## config.mk

```make
export PLATFORM = sky130hd
export DESIGN_NAME = char_ram_arbiter
export DESIGN_NICKNAME = d
export VERILOG_FILES = /design/src/rtl/char_ram_pkg.sv /design/src/rtl/char_wr_fifo.sv /design/src/rtl/char_ram_arbiter.sv
export SDC_FILE = /design/constraint.sdc
export NUM_CORES = 1
export LEC_CHECK = 0
export ABC_AREA = 1
export CAP_MARGIN = 20
export CORE_MARGIN = 2
export CORE_UTILIZATION = 50
export CTS_BUF_LIST = sky130_fd_sc_hd__clkbuf_8
export CTS_CLUSTER_DIAMETER = 120
export CTS_CLUSTER_SIZE = 25
export DETAILED_ROUTE_END_ITERATION = 6
export PLACE_DENSITY = 0.75
export RECOVER_POWER = 50
export SLEW_MARGIN = 20
export SYNTH_ARGS = -nofsm -noshare
export SYNTH_HDL_FRONTEND = slang
export SYNTH_SLANG_ARGS = --single-unit
```

## constraint.sdc

```tcl
create_clock -name clk -period 3.9 [get_ports clk]
set_input_delay 0.78 -clock clk [delete_from_list [all_inputs] [get_ports clk]]
set_output_delay 0.78 -clock clk [all_outputs]
set_load 0.02 [all_outputs]
```

## src/rtl/char_ram_pkg.sv

```systemverilog
// char_ram_pkg: shared constants and types for the character RAM arbiter
package char_ram_pkg;
    localparam int RAM_BITS = 13;
    localparam int NUM_COLS = 80;
    localparam int NUM_ROWS = 80;
    localparam int RAM_WORDS = NUM_COLS * NUM_ROWS;
    localparam logic [7:0] FILL_CHAR = 8'h20;
    localparam int ENTRY_W = RAM_BITS + 8;
    typedef enum logic {
        S_IDLE = 1'b0,
        S_CLEAR = 1'b1
    } clr_state_t;
endpackage

```

## src/rtl/char_wr_fifo.sv

```systemverilog
// char_wr_fifo: synchronous show-ahead FIFO buffering UART writes
module char_wr_fifo #(
    parameter int W = 21,
    parameter int DEPTH = 4
) (
    input  logic         clk,
    input  logic         rst,
    input  logic         i_push,
    input  logic [W-1:0] i_din,
    input  logic         i_pop,
    output logic [W-1:0] o_head,
    output logic         o_empty,
    output logic         o_full
);
    localparam int AW = $clog2(DEPTH);
    logic [W-1:0] r_mem [DEPTH];
    logic [AW:0] r_wp;
    logic [AW:0] r_rp;
    logic w_push_ok;
    logic w_pop_ok;
    assign o_empty = r_wp == r_rp;
    assign o_full = (r_wp[AW] != r_rp[AW]) && (r_wp[AW-1:0] == r_rp[AW-1:0]);
    assign w_pop_ok = i_pop && !o_empty;
    assign w_push_ok = i_push && (!o_full || w_pop_ok);
    assign o_head = r_mem[r_rp[AW-1:0]];
    // pointer update; a pop frees the slot a simultaneous push lands in
    always_ff @(posedge clk) begin
        if (rst) begin
            r_wp <= '0;
            r_rp <= '0;
        end else begin
            if (w_push_ok) r_wp <= r_wp + 1'b1;
            if (w_pop_ok) r_rp <= r_rp + 1'b1;
        end
    end
    // storage write, no reset needed since pointers guard validity
    always_ff @(posedge clk) begin
        if (w_push_ok) r_mem[r_wp[AW-1:0]] <= i_din;
    end
endmodule

```

## src/rtl/char_ram_arbiter.sv

```systemverilog
// char_ram_arbiter: shares the character RAM between video, clear engine and UART writes
module char_ram_arbiter #(
    parameter int RAM_BITS = char_ram_pkg::RAM_BITS,
    parameter int RAM_WORDS = char_ram_pkg::RAM_WORDS,
    parameter int FIFO_DEPTH = 4,
    parameter logic [7:0] FILL_CHAR = char_ram_pkg::FILL_CHAR
) (
    input  logic                clk,
    input  logic                rst,
    input  logic [RAM_BITS-1:0] i_wr_addr,
    input  logic [7:0]          i_wr_data,
    input  logic                i_wr_stb,
    input  logic                i_vid_req,
    input  logic [RAM_BITS-1:0] i_vid_addr,
    output logic [7:0]          o_vid_data,
    output logic                o_vid_valid,
    input  logic                i_clr_req,
    output logic                o_clr_busy,
    output logic                o_wr_overflow,
    output logic [RAM_BITS-1:0] o_mem_addr,
    output logic [7:0]          o_mem_wdata,
    output logic                o_mem_we,
    input  logic [7:0]          i_mem_rdata
);
    import char_ram_pkg::*;
    clr_state_t r_state;
    clr_state_t w_next_state;
    logic [RAM_BITS-1:0] r_clr_addr;
    logic [RAM_BITS-1:0] w_next_clr_addr;
    logic [RAM_BITS+7:0] w_head;
    logic w_empty;
    logic w_full;
    logic w_pop;
    logic w_last;
    logic r_vid_valid;
    logic r_overflow;
    char_wr_fifo #(.W(RAM_BITS + 8), .DEPTH(FIFO_DEPTH)) u_fifo (
        .clk(clk),
        .rst(rst),
        .i_push(i_wr_stb),
        .i_din({i_wr_addr, i_wr_data}),
        .i_pop(w_pop),
        .o_head(w_head),
        .o_empty(w_empty),
        .o_full(w_full)
    );
    assign o_clr_busy = r_state == S_CLEAR;
    assign o_vid_valid = r_vid_valid;
    assign o_vid_data = i_mem_rdata;
    assign o_wr_overflow = r_overflow;
    assign w_last = r_clr_addr == RAM_BITS'(RAM_WORDS - 1);
    // fixed-priority grant: video read, then clear fill, then buffered write
    always_comb begin
        o_mem_we = 1'b0;
        o_mem_addr = '0;
        o_mem_wdata = '0;
        w_pop = 1'b0;
        if (!rst) begin
            if (i_vid_req) begin
                o_mem_addr = i_vid_addr;
            end else if (r_state == S_CLEAR) begin
                o_mem_addr = r_clr_addr;
                o_mem_wdata = FILL_CHAR;
                o_mem_we = 1'b1;
            end else if (!w_empty) begin
                o_mem_addr = w_head[RAM_BITS+7:8];
                o_mem_wdata = w_head[7:0];
                o_mem_we = 1'b1;
                w_pop = 1'b1;
            end
        end
    end
    // clear FSM next state: advance only on cycles the fill wins the RAM
    always_comb begin
        w_next_state = r_state;
        w_next_clr_addr = r_clr_addr;
        if (r_state == S_IDLE) begin
            if (i_clr_req) begin
                w_next_state = S_CLEAR;
                w_next_clr_addr = '0;
            end
        end else if (!i_vid_req) begin
            w_next_state = w_last ? S_IDLE : S_CLEAR;
            w_next_clr_addr = w_last ? '0 : r_clr_addr + 1'b1;
        end
    end
    // clear FSM state register
    always_ff @(posedge clk) begin
        if (rst) begin
            r_state <= S_IDLE;
            r_clr_addr <= '0;
        end else begin
            r_state <= w_next_state;
            r_clr_addr <= w_next_clr_addr;
        end
    end
    // video data valid one cycle after the read request; sticky drop flag
    always_ff @(posedge clk) begin
        if (rst) begin
            r_vid_valid <= 1'b0;
            r_overflow <= 1'b0;
        end else begin
            r_vid_valid <= i_vid_req;
            if (i_wr_stb && w_full && !w_pop) r_overflow <= 1'b1;
        end
    end
endmodule

```

# Yosys cells after proc, flatten, opt, wreduce, memory -nomap -nowiden
# Memories as Yosys holds them, arrays and structs flattened. A register that Yosys moved wholly into a read port is not among the register bits.
# Cells that the tools add are included.
# Widths: inputs -> output; s select.
[word_totals]
reg_bits = 22
latch_bits = 0
ram_bits = 84
mem_bits_ro = 0
in_bits = 47
output_inout_bits = 33
word_cells = 53
memories = 1
[memory_table]
columns = ["name", "depth", "width", "read_ports", "rd_ports_with_merged_regs", "wr", "line", "text"]
rows = [
  ["u_fifo.r_mem", 4, 21, 1, 1, 1, "char_wr_fifo.sv:16", "logic [W-1:0] r_mem [DEPTH];"],
]
[classes]
addsub = 3
n_mul = 0
div = 0
n_lt_le_gt_ge = 0
n_eq_ne = 5
shift = 0
muxes = 27
bitwise = 0
n_reduce_logical = 11
[ops]
columns = ["op", "n"]
rows = [
  ["$mux 13", 8],
  ["$mux 8", 4],
  ["$add 13x1->13 const B", 1],
  ["$eq 13x13->1 const B", 1],
  ["$mux 1", 13],
  ["$add 3x1->3 const B", 2],
  ["$logic_and 1x1->1", 5],
  ["$mux 2", 2],
  ["$eq 3x3->1", 1],
  ["$logic_not 1->1", 3],
  ["$eq 2x2->1", 1],
  ["$ne 2x2->1 const B", 1],
  ["$reduce_and 2->1", 1],
  ["$reduce_bool 2->1", 1],
  ["$logic_or 1x1->1", 1],
  ["$ne 1x1->1", 1],
]

# Depth between registers and ports, before layout
[logic_depth]
depth_word = 10
depth_mapped = 10
mapped_depth_nobuf = 10

# By module
# From an unflattened synthesis, not the netlist that was laid out.
[unflattened]
hier_cells = 479
area_unflattened_um2 = 4835.9
[modules_own_cells]
columns = ["module", "n_inst", "cells_each", "area_each_um2", "seq_area_each_um2"]
rows = [
  ["char_wr_fifo", 1, 270, 3558.4, 2682.6],
  ["char_ram_arbiter", 1, 209, 1277.5, 320.3],
]

# Worst setup path before layout
# No wires, ideal clock.
[synth_timing]
path_type = "input-to-reg"
start = "input port rst"
end = "memory u_fifo.r_mem[0][0] (enable)"
setup_ps = 399
t_arrival_ps = 2251
t_required_ps = 3501
path_slack_ps = 1251
cell_stages = 5
path_buffers = 0
cell_sequence = "clkinv_1 nand2_1 o211ai_2 nand2_2 nor2_1"
[synth_via]
elab_chain_len = 6
[synth_lines]
columns = ["item", "line", "text"]
rows = [
  ["start, declared", "char_ram_arbiter.sv:9", "input logic rst,"],
  ["$mux 1", "char_ram_arbiter.sv:58", "if (!rst) begin"],
  ["$logic_and 1x1->1", "char_wr_fifo.sv:23", "assign w_pop_ok = i_pop && !o_empty;"],
  ["$logic_or 1x1->1", "char_wr_fifo.sv:24", "assign w_push_ok = i_push && (!o_full || w_pop_ok);"],
  ["$logic_and 1x1->1", "char_wr_fifo.sv:24", ""],
  ["$mux 1", "char_wr_fifo.sv:38", "if (w_push_ok) r_mem[r_wp[AW-1:0]] <= i_din;"],
  ["$mux 1 (implied by the code)", "char_wr_fifo.sv:38", ""],
  ["end, declared", "char_wr_fifo.sv:16", ""],
]
# No other way between the ends.

# Worst setup path after layout
[layout_timing]
start = "input port i_vid_req"
end = "output port o_mem_addr[2]"
[layout_via]
elab_chain_len = 2
[layout_lines]
columns = ["item", "line", "text"]
rows = [
  ["start, declared", "char_ram_arbiter.sv:13", "input logic i_vid_req,"],
  ["$mux 13", "char_ram_arbiter.sv:59", "if (i_vid_req) begin"],
  ["$mux 13", "char_ram_arbiter.sv:58", ""],
  ["end, declared", "char_ram_arbiter.sv:20", "output logic [RAM_BITS-1:0] o_mem_addr,"],
]
# No other way between the ends.

==> flow_summary.json <==
{
  "multi_input_area_sq_um": 1644,
  "yosysSeqAreaShare_pct": 59.82,
  "synth_top_area_share_pct": 50.25,
  "slew_headroom_pct": 31.97,
  "cts_tree": "yes",
  "dp_hpwl_mm": 7.230,
  "drive_above_1_share_pct": 12.55,
  "clk_pin_slew_ns": 0.11,
  "path_class": "in2out",
  "post-route-min-period_ns": 3.593,
  "syn_avg_cell_area_sq_um": 10.27,
  "powerDensity_nw_per_um2": 379.4,
  "seq_area_sq_um": 3003,
  "ioPinCount": 80,
  "vias": 3680,
  "wl_mm": 10.91,
  "clk_path_buf_depth": 2,
  "viasPerCell": 5.380,
  "end_kind": "primary output",
  "drv_cap": 0,
  "crit_required_ns": 3.12,
  "grt_remaining_overflow": 0,
  "wl_per_cell_microns": 15.95,
  "post_cts_resized": 0,
  "root_buffer": "clkbuf_8",
  "p_total_mw": 2.234,
  "core_sq_um": 9774,
  "drc": 0,
  "synth_area_sq_um": 5020,
  "p_leak_nw": 2.154,
  "rsz0062_at_grt": "no",
  "tightest_slew_ns": 1.017,
  "finalMaxSlewViolations": 0,
  "ys_ff_latch": 108,
  "htree_levels": 3,
  "synth_area_leaders": "edfxtp_1 (50%), dfxtp_1 (9.6%), nor2_1 (5.3%)",
  "synthTopCellsByCount": "edfxtp_1 (84), nor2_1 (71), nand2_1 (61), o21ai_0 (49), inv_1 (33)",
  "gp_congestion": 0.8599,
  "rr_worst_depth": 8,
  "syn_nets": 542,
  "insertion_delay_ns": 0.37,
  "finalHoldViolations": 0,
  "cts_buffers": 9,
  "cp_max_fo": 11,
  "fp.dieH_microns": 104.2,
  "fin_nets": 598,
  "pre_cts_ws_ns": 0.4098,
  "finClkSkew_ns": 0.01715,
  "yosysWarnings": 0,
  "synth_edf_count": 84,
  "nFillCells": 850,
  "fin_cells": 684,
  "grt_pass1_wl_mm": 17.63,
  "max_freq_ghz": 0.2783,
  "worst_slack_ns": 0.3072,
  "dr.first_iter.drc_count": 232,
  "clock_sinks": 108,
  "design.die.area_sq_um": 10860,
  "antenna_found_initial": 1,
  "max-vdd-ir-drop_v": 0.0002523,
  "die_x_microns": 104.2,
  "cp.arrival_ns": 2.81,
  "syn2layout_area_growth_pct": 17.32,
  "synth.most_common_cell": "edfxtp_1",
  "cts-hold-fix-buffers": 0,
  "numPlacedInstances": 667,
  "yosys.area.top_type": "edfxtp_1",
  "synth_cell_types": 39,
  "drt_pre_antenna_iters": 4,
  "synth_cells": 489,
  "start_kind": "primary input",
  "ys_async_sr_fraction_pct": 0,
  "grtUsageTotal_pct": 20.44,
  "ant_nets": 0,
  "post_cts_buffers": 0,
  "status": "finished clean",
  "tns_ns": 0,
  "synth_top_flop_cell": "edfxtp_1",
  "grt_start_max_net_pins": 43,
  "setup_viol": 0,
  "rows": 36,
  "hp-class": "reg2reg",
  "hold_path_depth": 2,
  "initial_core_util_pct": 51.36,
  "timing.final.crit_share_pct": 92.12,
  "port_buffers": 63,
  "grt_pass1_vias": 3602
}
[layout by cell type, fill, tap and decap left out, drive strengths merged]
| master | Yosys | layout |
|---|---|---|
| edfxtp | 84 | 84 |
| nor2 | 79 | 79 |
| nand2 | 66 | 66 |
| o21ai | 50 | 50 |
| nand3 | 50 | 50 |
| clkdlybuf4s50 | 0 | 42 |
| inv | 38 | 42 |
| a21oi | 28 | 28 |
| dfxtp | 24 | 24 |
| dlygate4sd3 | 0 | 21 |
| o22ai | 13 | 13 |
| buf | 20 | 12 |
| clkbuf | 10 | 9 |
| ha | 6 | 6 |
| nand4 | 5 | 5 |
| clkinv | 2 | 4 |
| xor2 | 3 | 3 |
| nor3 | 3 | 3 |
| diode | 0 | 1 |
| a31oi | 1 | 1 |
| a22o | 1 | 1 |
| o211ai | 1 | 1 |
| o21bai | 1 | 1 |
| or2 | 1 | 1 |
| nand3b | 1 | 1 |
| xnor2 | 1 | 1 |
| o221ai | 1 | 1 |
| clkinvlp | 0 | 1 |
[worst max-delay path, stage by stage]
cell	delay, ns
clkdlybuf4s50_1	0.44
clkinv_2	0.12
nand2_1	0.16
inv_1	0.31
a22o_1	0.19
inv_1	0.04
a21oi_1	0.15
clkdlybuf4s50_1	0.62
[stage by stage]
stage / instance area [sq um] / utilization (%) / hold WS [ns]
final: 5889 / 60.25 / 0.4961
after global routing: 5887 / 60.23 / 0.5312
after CTS: 5913 / 60.50 / 0.4983
after detailed placement: 5714 / 58.46 / 0.4686
after global placement: 5714 / 58.46 / 0.4597
after floorplan: 5020 / - / 0.4653
[report_power, final]
group / internal, mW / switching [mW] / leakage (nW)
sequential: 1.29 / 0.0148 / 0.966
clock: 0.252 / 0.412 / 0.0968
combinational: 0.103 / 0.167 / 1.09
[cell type report]
| cell class | count | share of cell area, % |
|---|---|---|
| sequential | 108 | 50.99 |
| multi-input combinational | 311 | 27.92 |
| timing repair buffer | 75 | 12.24 |
| tap | 133 | 2.826 |
| inverter | 40 | 2.613 |
| clock buffer | 9 | 2.103 |
| clock inverter | 7 | 1.275 |
| antenna | 1 | 0.04249 |
[metal layers]
layer / GRT usage (%) / share of wire, %
met5: 0 / 0
met4: 7.625 / 1.4
met3: 4.073 / 6.7
met2: 35.10 / 50
met1: 25.62 / 42
[cells by family after synthesis]
family                     synth area share (%)
and+or+nand+nor                           20.66
DFF                                       59.82
AOI/OAI and AO/OA                         10.42
buffers and inverters                     6.904
adders and majority gates                 1.495
xor gates and xnor gates                 0.6980
[sequential cells by signal, summed over array words and instances (netlist names), named ones only]
register and flops:
o_wr_overflow 1, u_fifo.r_wp 3, o_clr_busy 1, u_fifo.r_mem 84, o_vid_valid 1, u_fifo.r_rp 3
r_clr_addr 13
[worst paths after layout]
check / slack [ns] / start / to
setup / recovery: 0.31 / i_vid_req / o_mem_addr[2]
hold / removal: 0.50 / o_wr_overflow$_SDFFE_PP0P_ / o_wr_overflow$_SDFFE_PP0P_
setup reg to reg: 1.75 / r_clr_addr[0]$_SDFFE_PP0P_ / r_clr_addr[11]$_SDFFE_PP0P_
hold reg to reg: 0.50 / o_wr_overflow$_SDFFE_PP0P_ / o_wr_overflow$_SDFFE_PP0P_
Note: power is estimated with default switching activity, not from simulation.
